File: src/rtl/vga_scan_driver.sv
// vga_scan_driver
// Raster timing generator and colour sink for the overlay pixel interface.
// Free-running column/row counters are driven out as pixel coordinates. The
// overlay and map blocks answer with 2-bit codes PIPE_LAT cycles later. The
// blank/sync flags are derived from the same counters and delayed by PIPE_LAT
// stages, so they meet the returning codes in step. A final register stage
// then drives the sync, blanking and RGB outputs.
//
// Ports
//   vga_clock    in   pixel clock, rising edge
//   reset        in   synchronous, active-high
//   icon[1:0]    in   overlay code for the coordinate issued PIPE_LAT cycles ago
//   world_pixel  in   map code for the same coordinate
//   Rowpx[9:0]   out  raw vertical counter (includes blanking rows)
//   Colpx[9:0]   out  raw horizontal counter (includes blanking columns)
//   horiz_sync   out  active-low hsync, aligned with RGB
//   vert_sync    out  active-low vsync, aligned with RGB
//   video_on     out  visible-region flag, aligned with RGB
//   vga_red/green/blue[3:0] out  pixel colour
//   frame_tick   out  one-cycle pulse when the counters return to (0,0)
module vga_scan_driver #(
   parameter int H_VISIBLE = 640,
   parameter int H_FRONT   = 16,
   parameter int H_SYNC    = 96,
   parameter int H_BACK    = 48,
   parameter int V_VISIBLE = 480,
   parameter int V_FRONT   = 10,
   parameter int V_SYNC    = 2,
   parameter int V_BACK    = 33,
   parameter int PIPE_LAT  = 3
) (
   input  logic       vga_clock,
   input  logic       reset,
   input  logic [1:0] icon,
   input  logic [1:0] world_pixel,
   output logic [9:0] Rowpx,
   output logic [9:0] Colpx,
   output logic       horiz_sync,
   output logic       vert_sync,
   output logic       video_on,
   output logic [3:0] vga_red,
   output logic [3:0] vga_green,
   output logic [3:0] vga_blue,
   output logic       frame_tick
);

   localparam int H_TOTAL = H_VISIBLE + H_FRONT + H_SYNC + H_BACK;
   localparam int V_TOTAL = V_VISIBLE + V_FRONT + V_SYNC + V_BACK;

   localparam logic [9:0] H_LAST       = 10'(H_TOTAL - 1);
   localparam logic [9:0] V_LAST       = 10'(V_TOTAL - 1);
   localparam logic [9:0] H_VIS        = 10'(H_VISIBLE);
   localparam logic [9:0] V_VIS        = 10'(V_VISIBLE);
   localparam logic [9:0] H_SYNC_START = 10'(H_VISIBLE + H_FRONT);
   localparam logic [9:0] H_SYNC_END   = 10'(H_VISIBLE + H_FRONT + H_SYNC);
   localparam logic [9:0] V_SYNC_START = 10'(V_VISIBLE + V_FRONT);
   localparam logic [9:0] V_SYNC_END   = 10'(V_VISIBLE + V_FRONT + V_SYNC);

   logic [9:0]          col_q, col_d;
   logic [9:0]          row_q, row_d;
   logic [PIPE_LAT-1:0] vis_dly_q, vis_dly_d;
   logic [PIPE_LAT-1:0] hs_dly_q, hs_dly_d;
   logic [PIPE_LAT-1:0] vs_dly_q, vs_dly_d;
   logic                video_on_q, video_on_d;
   logic                hsync_q, hsync_d;
   logic                vsync_q, vsync_d;
   logic                frame_tick_q, frame_tick_d;
   logic [11:0]         rgb_q, rgb_d;

   logic line_end;
   logic vis_raw, hs_raw, vs_raw;
   logic vis_late;

   always_comb begin
      line_end = (col_q == H_LAST);

      col_d = line_end ? 10'd0 : col_q + 10'd1;
      row_d = row_q;
      if (line_end) begin
         row_d = (row_q == V_LAST) ? 10'd0 : row_q + 10'd1;
      end

      // Registered so the pulse lines up with the cycle that shows (0,0).
      frame_tick_d = line_end && (row_q == V_LAST);

      vis_raw = (col_q < H_VIS) && (row_q < V_VIS);
      hs_raw  = !((col_q >= H_SYNC_START) && (col_q < H_SYNC_END));
      vs_raw  = !((row_q >= V_SYNC_START) && (row_q < V_SYNC_END));

      // Bit 0 is the newest entry; bit PIPE_LAT-1 matches the codes on icon/world_pixel.
      vis_dly_d = (vis_dly_q << 1) | PIPE_LAT'(vis_raw);
      hs_dly_d  = (hs_dly_q  << 1) | PIPE_LAT'(hs_raw);
      vs_dly_d  = (vs_dly_q  << 1) | PIPE_LAT'(vs_raw);

      vis_late   = vis_dly_q[PIPE_LAT-1];
      video_on_d = vis_late;
      hsync_d    = hs_dly_q[PIPE_LAT-1];
      vsync_d    = vs_dly_q[PIPE_LAT-1];

      rgb_d = 12'h000;
      if (vis_late) begin
         if (icon != 2'b00) begin
            case (icon)
               2'b01:   rgb_d = 12'hF00;
               2'b10:   rgb_d = 12'h0F0;
               default: rgb_d = 12'hFF0;
            endcase
         end else begin
            case (world_pixel)
               2'b00:   rgb_d = 12'hFFF;
               2'b01:   rgb_d = 12'h000;
               2'b10:   rgb_d = 12'hF80;
               default: rgb_d = 12'h00F;
            endcase
         end
      end
   end

   always_ff @(posedge vga_clock) begin
      if (reset) begin
         col_q        <= '0;
         row_q        <= '0;
         vis_dly_q    <= '0;
         hs_dly_q     <= '1;
         vs_dly_q     <= '1;
         video_on_q   <= 1'b0;
         hsync_q      <= 1'b1;
         vsync_q      <= 1'b1;
         frame_tick_q <= 1'b0;
         rgb_q        <= 12'h000;
      end else begin
         col_q        <= col_d;
         row_q        <= row_d;
         vis_dly_q    <= vis_dly_d;
         hs_dly_q     <= hs_dly_d;
         vs_dly_q     <= vs_dly_d;
         video_on_q   <= video_on_d;
         hsync_q      <= hsync_d;
         vsync_q      <= vsync_d;
         frame_tick_q <= frame_tick_d;
         rgb_q        <= rgb_d;
      end
   end

   assign Colpx      = col_q;
   assign Rowpx      = row_q;
   assign horiz_sync = hsync_q;
   assign vert_sync  = vsync_q;
   assign video_on   = video_on_q;
   assign frame_tick = frame_tick_q;
   assign {vga_red, vga_green, vga_blue} = rgb_q;

endmodule

File: config.mk
export PLATFORM = sky130hd
export DESIGN_NAME = vga_scan_driver
export DESIGN_NICKNAME = d
export VERILOG_FILES = /design/src/rtl/vga_scan_driver.sv
export SDC_FILE = /design/constraint.sdc
export NUM_CORES = 1
export LEC_CHECK = 0
export CAP_MARGIN = 15
export CORE_AREA = 2 2 65 67
export CTS_BUF_LIST = sky130_fd_sc_hd__clkbuf_2
export DETAILED_ROUTE_END_ITERATION = 8
export DIE_AREA = 0 0 67 69
export GPL_TIMING_DRIVEN = 0
export HOLD_SLACK_MARGIN = 0.12
export PLACE_DENSITY = 0.74
export SYNTH_ARGS = -nofsm -noshare
export SYNTH_HDL_FRONTEND = slang
export SYNTH_SLANG_ARGS = --single-unit
File: constraint.sdc
create_clock -name vga_clock -period 2.4 [get_ports vga_clock]
set_input_delay 0.48 -clock vga_clock [delete_from_list [all_inputs] [get_ports vga_clock]]
set_output_delay 0.48 -clock vga_clock [all_outputs]
set_load 0.01 [all_outputs]
Yosys cells after proc, flatten, opt, wreduce, memory -nomap -nowiden. Index checks and enable logic that the tools add are counted.

Add/subtract/negate cells: 2. $lt $le $gt $ge: 6. Eq/ne operators: 6. Muxes and demuxes: 4. Bitwise logic cells: 4. Reduce and logical (&&, ||, !) cells: 10.

Operators by type and width (count): $pmux 12 s3 (1); $pmux 12 s2 (1); $add 10x1->10 const B (2); $eq 10x10->1 const B (2); $lt 10x10->1 const B (2); $lt 10x9->1 const B (2); $mux 12 (1); $ge 10x10->1 const B (1); $ge 10x9->1 const B (1); $mux 10 (1); $or 3x1->3 (3); $eq 2x1->1 const B (2); $eq 2x2->1 const B (2); $logic_and 1x1->1 (4); $reduce_or 2->1 (2); $logic_not 1->1 (2); $logic_not 2->1 (1); $reduce_bool 2->1 (1); $not 1->1 (1).

Register bits: 45. Input port bits: 6. Output and inout port bits: 36. Logic and storage cells: 42.

Depth between registers and ports, before layout. Gate-level depths: netlist of the first run.

Word-level depth: 4. Mapped depth: 6. Gate-level depth less buffers: 6.

Least setup slack after synthesis of the first run. OpenSTA, ideal clock, no wires.

Kind: register to register. From: register col_q[0], in the netlist Colpx[0]. To: register row_q[7], in the netlist Rowpx[7]. Setup time: 0.070 ns. Arrival time: 1.942 ns. Data required time: 2.330 ns. Setup slack: 0.388 ns. Cell stages (with the launch flop): 6. Path buffers: 0. Clock period less this slack: 2.012 ns. Cell sequence: dfxtp_1 ha_1 nand4_2 or4_4 or3_1 a21oi_1.

Cells in the longest elaborated chain, start to end: 1.

Ends and longest elaborated chain: start: declaration (RTL line 59) `logic [9:0] col_q, col_d;`; start signal: assignment (RTL line 132) `col_q <= col_d;`; $eq 10x10->1 (RTL line 75) `line_end = (col_q == H_LAST);`; end signal: assignment (RTL line 133) `row_q <= row_d;`; end: declaration (RTL line 60) `logic [9:0] row_q, row_d;`.

No other way between the ends. A chain may end at the register's enable or synchronous reset.

Worst setup path after layout of the first run. Same ends and word-level chain as after synthesis.

==> impl_results.md, run 1 <==
- Multi-input gate area: 716.9 sq um
- Mean post-synth cell area: 9.127 sq um
- Crit path buf inv count: 0
- Antenna Nets Post-Route: 0
- Seq pwr share: 0.662
- Fillers: 389
- Comb pwr share: 0.066
- Slowest library cell on the worst path: or4_4
- Hold_buf cts: 0
- Row count: 23
- Worst path required time: 2730 ps
- Non-filler cells, final: 272
- Detailed Routing Iterations Pass 1: 4
- Crit path largest cell delay: 640 ps
- Crit-path leading delay family: simple AND/OR/NAND/NOR gates
- Clk_lat worst skew: 390 ps
- Hold Path End: vert_sync
- Reg2reg start: Colpx[0]
- Placer congestion estimate: 0.7897
- Total CTS buffers: 5
- Final min period: 2154 ps
- Worst setup EP type: flip-flop
- Min-delay worst type: flip-flop to flip-flop
- Grt total ovfl: 0
- Die Span Y: 69 microns
- Total core area: 0.003914 sq mm
- Cell Pwr Density: 456.3 mW/mm^2
- Worst VDD drop: 0.2225 mV
- Clock skew: 18.41 ps
- Netlist Area Pre-Place: 0.001579 sq mm
- Die Wd: 67 microns
- Reg area: 740.7 sq um
- Post-synth cell types: 33
- Max-Cap Viols: 0
- Most frequent cells in the layout: clkdlybuf4s50_1, dfxtp_1, nor2_1
- CP Launch Type: flip-flop
- CTS tree: done
- Cells after Synth: 173
- Initial core utilization: 0.4035
- Placed Cells: 264
- R2R Setup Slk: 250 ps
- Min-delay src: vs_dly_q[2]
- Most common cell after layout, fill and taps aside: clkdlybuf4s50_1
- Worst-margin pin slew: 686.7 ps
- Remaining routing DRC violations: 0
- Vias: 1324
- Hpwl dp: 2.206 mm
- Postcts setup bufs: 0
- Seq cells post-synth: 37
- Net Sw Power: 0.2333 mW
- Setup TNS: 0 ps
- Buffers added on ports: 41
- Area grow syn2layout: 32.33%
- Setup CP Type: flip-flop to flip-flop
- Final Hold Vio Count: 0
- Post-layout util: 0.5339
- Resize count post-CTS: 0
- Total track usage: 0.1384
- Pint: 0.7202 mW
- Status: finished, final reports clean
- Leak: 0.7573 nW
- Nets: 233
- Achievable Freq: 464.2 MHz
- Die area: 0.004623 sq mm
- Tot Pwr: 0.9535 mW
- CP Max Fanout: 7
- Sink Count: 37
- Critical Path Source: Colpx[0]
- Post-Syn Nets: 185
- Worst r2r dst: Rowpx[7]
- Arr. time, crit path: 2480 ps
- DR iter-0 viols: 59
- Vias in the first global route: 1107
- Final period util: 0.8976
- Slew Limit Fails: 0
- Initial antenna violation count: 0
- Routed vias/inst: 4.868
- # IOs: 42
- Cell depth of the worst hold path: 1
- Clk root buf: clkbuf_2
- Detailed-route wire length: 3.039 mm
- Sw Ratio: 0.2446
- Routed len/inst: 11.17 microns
- CTS Buffer Depth: 2
- FF-to-FF path depth: 5
- Worst slew margin: 0.5372
- Clk slew on worst S/H paths: 180 ps
- Crit path cell chain: ha_1 -> nand4_2 -> or4_4 -> or3_1 -> a21oi_1
- Final setup viols: 0
- Sequential-to-total area share from yosys stat: 0.4691
- Clock group share of total power: 0.272
- H-tree Lvls: 2
- Final hold slack: 418.9 ps
- Final antenna diode count: 0
- RSZ-0062 raised after global routing: false
- Largest net degree at the start of global routing: 12
- Share of cells above drive strength 1: 0.1261
- First-pass GRT wire length: 5.016 mm
- Synth warn: 0
power by group through the flow:
stage | Sequential, mW | Clock [mW] | Combinational (mW)
floorplan | 0.646 | 0 | 0.0295
global placement | 0.644 | 0 | 0.0625
detailed placement | 0.644 | 0 | 0.0635
CTS | 0.631 | 0.277 | 0.0637
global route | 0.633 | 0.300 | 0.0711
finish | 0.631 | 0.260 | 0.0627
cell families (layout without fill, tap and decap cells):
| group | count (synthesis) | count (layout) | share of synthesized area |
|---|---|---|---|
| compound gates | 10 | 10 | 0.04041 |
| buf+inv | 24 | 73 | 0.07686 |
| fa+ha+maj | 6 | 6 | 0.04754 |
| mux | 1 | 1 | 0.006339 |
| simple gates | 82 | 82 | 0.2876 |
| xor+xnor | 13 | 13 | 0.07211 |
| flops | 37 | 37 | 0.4691 |
worst max-delay path by stage:
stage                     endpoint  slack (ps)  cells after the start
after detailed placement  Rowpx[3]         260                      6
after global placement    Rowpx[3]         310                      6
after floorplan           Rowpx[7]         390                      5
final                     Rowpx[7]         250                      5
after global routing      Rowpx[5]          60                      6
after CTS                 Rowpx[3]         230                      6
synthesized netlist by cell type, drive strengths merged:
cell | number | area (sq um)
a21oi | 5 | 25.02
and4 | 1 | 8.760
o41ai | 1 | 16.27
o31ai | 1 | 7.510
mux2i | 1 | 10.01
or2 | 7 | 43.79
nor3b | 2 | 15.01
nand4 | 6 | 43.79
nand2b | 2 | 12.51
nor4 | 6 | 37.54
nor2b | 2 | 12.51
o21ai | 3 | 15.01
nand4b | 3 | 26.28
xor2 | 5 | 43.79
xnor2 | 8 | 70.07
nor3 | 6 | 35.03
inv | 11 | 41.29
ha | 6 | 75.07
or4b | 1 | 10.01
or3b | 1 | 8.760
nor2 | 24 | 90.09
nor4b | 1 | 8.760
clkbuf | 4 | 15.01
or3 | 2 | 12.51
nand3 | 8 | 40.04
buf | 9 | 65.06
nand2 | 8 | 30.03
or4 | 2 | 18.77
dfxtp | 37 | 740.7
final cells by class:
type                            instances  share of cell area
Clock buffer                            5             0.01198
Tap cell                               50             0.02994
Timing Repair Buffer                   41              0.1964
Buffer                                 13             0.03832
Sequential cell                        37              0.3545
Inverter                               11             0.01976
Clock inverter                          3            0.005988
Multi-Input combinational cell        112              0.3431
sequential cells by signal, summed over array words and instances, names as in the netlist:
register	flops
Colpx	10
rgb_q	4
vs_dly_q	3
Rowpx	10
video_on	1
horiz_sync	1
hs_dly_q	3
frame_tick	1
vert_sync	1
vis_dly_q	3
stage by stage:
step / setup slack, ps / instance area (sq um)
6_report: 245.8 / 2090
5_1_grt: 59.13 / 2090
4_1_cts: 228.6 / 2090
3_5_place_dp: 258.2 / 2052
3_3_place_gp: 305.1 / 2052
2_1_floorplan: 387.9 / 1579
metal layers:
| metal | track usage | routed length, microns | vias to the layer above | part of all wire |
|---|---|---|---|---|
| met5 | 0 | 0 | - | 0 |
| met4 | 0.05442 | 50 | 0 | 0.016 |
| met3 | 0.04568 | 188 | 7 | 0.062 |
| met2 | 0.2156 | 1387 | 35 | 0.46 |
| met1 | 0.1740 | 1414 | 606 | 0.47 |
| li1 | - | - | 676 | - |
(Power assumes the default switching activity.)
==> run 2, diff against run 1 <==
ABC_AREA = 1   (was not set)
CORE_AREA = 2 2 68 70   (was 2 2 65 67)
DIE_AREA = 0 0 70 72   (was 0 0 67 69)
PLACE_DENSITY = 0.72   (was 0.74)
==> impl_results.md, run 2 <==
- Die Span Y: 72 microns (was 69 microns)
- Final period util: 0.8101 (was 0.8976)
- Postcts setup bufs: 0 (unchanged)
- Arr. time, crit path: 1460 ps (was 2480 ps)
- Mean post-synth cell area: 7.772 sq um (was 9.127 sq um)
- Worst VDD drop: 0.3515 mV (was 0.2225 mV)
- H-tree Lvls: 2 (unchanged)
- Resize count post-CTS: 0 (unchanged)
- Total track usage: 0.1457 (was 0.1384)
- Die area: 0.005040 sq mm (was 0.004623 sq mm)
- Crit path cell chain: clkdlybuf4s50_1 (was ha_1 -> nand4_2 -> or4_4 -> or3_1 -> a21oi_1)
- Worst slew margin: 0.6803 (was 0.5372)
- Ys flop type: dfxtp_1 (unchanged)
- Synth warn: 0 (unchanged)
- # IOs: 42 (unchanged)
- CP Launch Type: flip-flop (unchanged)
- Seq cells post-synth: 37 (unchanged)
- Initial core utilization: 0.4046 (was 0.4035)
- Area grow syn2layout: 29.66% (was 32.33%)
- Levels on crit path: 1 (was 5)
- Largest net degree at the start of global routing: 12 (unchanged)
- Min-delay worst type: flip-flop to flip-flop (unchanged)
- Total core area: 0.004264 sq mm (was 0.003914 sq mm)
- Non-filler cells, final: 322 (was 272)
- Crit path largest cell delay: 590 ps (was 640 ps)
- Fillers: 435 (was 389)
- Clock skew: 16.08 ps (was 18.41 ps)
- Grt total ovfl: 0 (unchanged)
- Crit path buf inv count: 1 (was 0)
- Clk slew on worst S/H paths: 190 ps (was 180 ps)
- FFs w/ async S/R, synth: 0 (unchanged)
- Most frequent cells in the layout: clkdlybuf4s50_1, nand2_1, dfxtp_1 (was clkdlybuf4s50_1, dfxtp_1, nor2_1)
- Post-synth cell types: 28 (was 33)
- Cells after Synth: 222 (was 173)
- Placer congestion estimate: 0.8204 (was 0.7897)
- Vias: 1499 (was 1324)
- Slew Limit Fails: 0 (unchanged)
- Setup TNS: 0 ps (unchanged)
- First-pass GRT wire length: 5.920 mm (was 5.016 mm)
- Routed len/inst: 10.53 microns (was 11.17 microns)
- CTS Buffer Depth: 2 (unchanged)
- Final min period: 1944 ps (was 2154 ps)
- Clk_lat worst skew: 370 ps (was 390 ps)
- Vias in the first global route: 1408 (was 1107)
- Leak: 0.8694 nW (was 0.7573 nW)
- RSZ-0062 raised after global routing: false (unchanged)
- CP Max Fanout: 5 (was 7)
- Worst-margin pin slew: 475.1 ps (was 686.7 ps)
- CTS tree: done (unchanged)
- Final Hold Vio Count: 0 (unchanged)
- Top-count cell post-synth: nand2_1 (was dfxtp_1)
- Nets: 282 (was 233)
- Crit-path leading delay family: buffers and inverters (was simple AND/OR/NAND/NOR gates)
- Antenna Nets Post-Route: 0 (unchanged)
- Hpwl dp: 2.549 mm (was 2.206 mm)
- Worst path required time: 1920 ps (was 2730 ps)
- DR iter-0 viols: 52 (was 59)
- Largest area contributor in the netlist: dfxtp_1 (unchanged)
- Slowest library cell on the worst path: clkdlybuf4s50_1 (was or4_4)
- Final setup margin: 455.8 ps (was 245.8 ps)
- Post-synth EDFFs: 0 (unchanged)
- Remaining routing DRC violations: 0 (unchanged)
- Hold_buf cts: 0 (unchanged)
- Die Wd: 70 microns (was 67 microns)
- Pre-CTS worst setup slack: 688.1 ps (was 258.2 ps)
- Most common cell after layout, fill and taps aside: clkdlybuf4s50_1 (unchanged)
- Share of cells above drive strength 1: 0.1444 (was 0.1261)
- Setup CP Type: flip-flop to output port (was flip-flop to flip-flop)
- Total CTS buffers: 5 (unchanged)
- Final antenna diode count: 0 (unchanged)
- Synth top cells by count: nand2_1, dfxtp_1, inv_1 (was dfxtp_1, nor2_1, inv_1)
- FF-to-FF path depth: 8 (was 5)
- Sequential-to-total area share from yosys stat: 0.4293 (was 0.4691)
- Post-Syn Nets: 234 (was 185)
- Routed vias/inst: 4.655 (was 4.868)
- Worst setup EP type: output port (was flip-flop)
- Cell Pwr Density: 426.5 mW/mm^2 (was 456.3 mW/mm^2)
- Buffers added on ports: 41 (unchanged)
- Clk root buf: clkbuf_2 (unchanged)
- Initial antenna violation count: 0 (unchanged)
- Cell depth of the worst hold path: 2 (was 1)
- Detailed Routing Iterations Pass 1: 4 (unchanged)
- Status: finished, final reports clean (unchanged)
- Max-Cap Viols: 0 (unchanged)
- Achievable Freq: 514.3 MHz (was 464.2 MHz)
- Placed Cells: 315 (was 264)
- Sink Count: 37 (unchanged)
- Yosys top cell area share: 0.4293 (was 0.4691)
- Final setup viols: 0 (unchanged)
- Tot Pwr: 0.9541 mW (was 0.9535 mW)
- Detailed-route wire length: 3.392 mm (was 3.039 mm)
- Row count: 24 (was 23)
- Synth area leaders: dfxtp_1, nand2_1, inv_1 (was dfxtp_1, nor2_1, ha_1)
- Final hold slack: 417.8 ps (was 418.9 ps)
- Netlist Area Pre-Place: 0.001725 sq mm (was 0.001579 sq mm)
## run 2: cell count changes after synthesis, sizes merged, moves of 3 or more
cell | before | now
a21oi | 5 | 16
clkbuf | 4 | 1
inv | 11 | 35
nand2 | 8 | 41
nand3 | 8 | 15
nand4 | 6 | 9
nand4b | 3 | 0
nor2 | 24 | 29
nor3 | 6 | 3
nor4 | 6 | 3
xnor2 | 8 | 0
xor2 | 5 | 2
## run 2: report_power, final
part	switching, mW	internal, mW
logic	0.0290	0.0317
clock network	0.201	0.0629
registers	0.00671	0.623
## run 2: cell families after synthesis
logic type	synth area share
AND/OR/NAND/NOR	0.3256
AO/OA/AOI/OAI	0.07179
flip-flops	0.4293
buffers and inverters	0.1197
XOR/XNOR	0.01015
adder cells (fa/ha/maj)	0.04351
## run 2: path summary, 6_finish.rpt
kind | from | to | slack, ps
min | vis_dly_q[0] | vis_dly_q[1] | 420
max | Colpx[6] | Colpx[6] | 460
min reg2reg | vis_dly_q[0] | vis_dly_q[1] | 420
max reg2reg | Colpx[0] | Rowpx[2] | 800
## run 2: per-layer routing
metal  up-vias  GRT usage  part of all wire
met5         -          0                 0
li1        793          -                 -
met1       662     0.1807              0.47
met3         7    0.03750             0.056
met2        37     0.2434              0.46
met4         0    0.05983             0.016
## run 2: area by class of cell
class	instances	area, sq um	area share
inverter	35	131.4	0.05872
sequential	37	740.7	0.3311
buffer	10	75.07	0.03356
multi-input combinational	140	778.2	0.3479
tap	52	65.06	0.02908
timing repair buffer	41	410.4	0.1834
clock inverter	2	11.26	0.005034
clock buffer	5	25.02	0.01119
## run 2: stage by stage
step	instance area, sq um	utilization
floorplan	1725	-
global placement	2201	0.5161
detailed placement	2201	0.5161
CTS	2237	0.5246
global route	2237	0.5246
finish	2237	0.5246
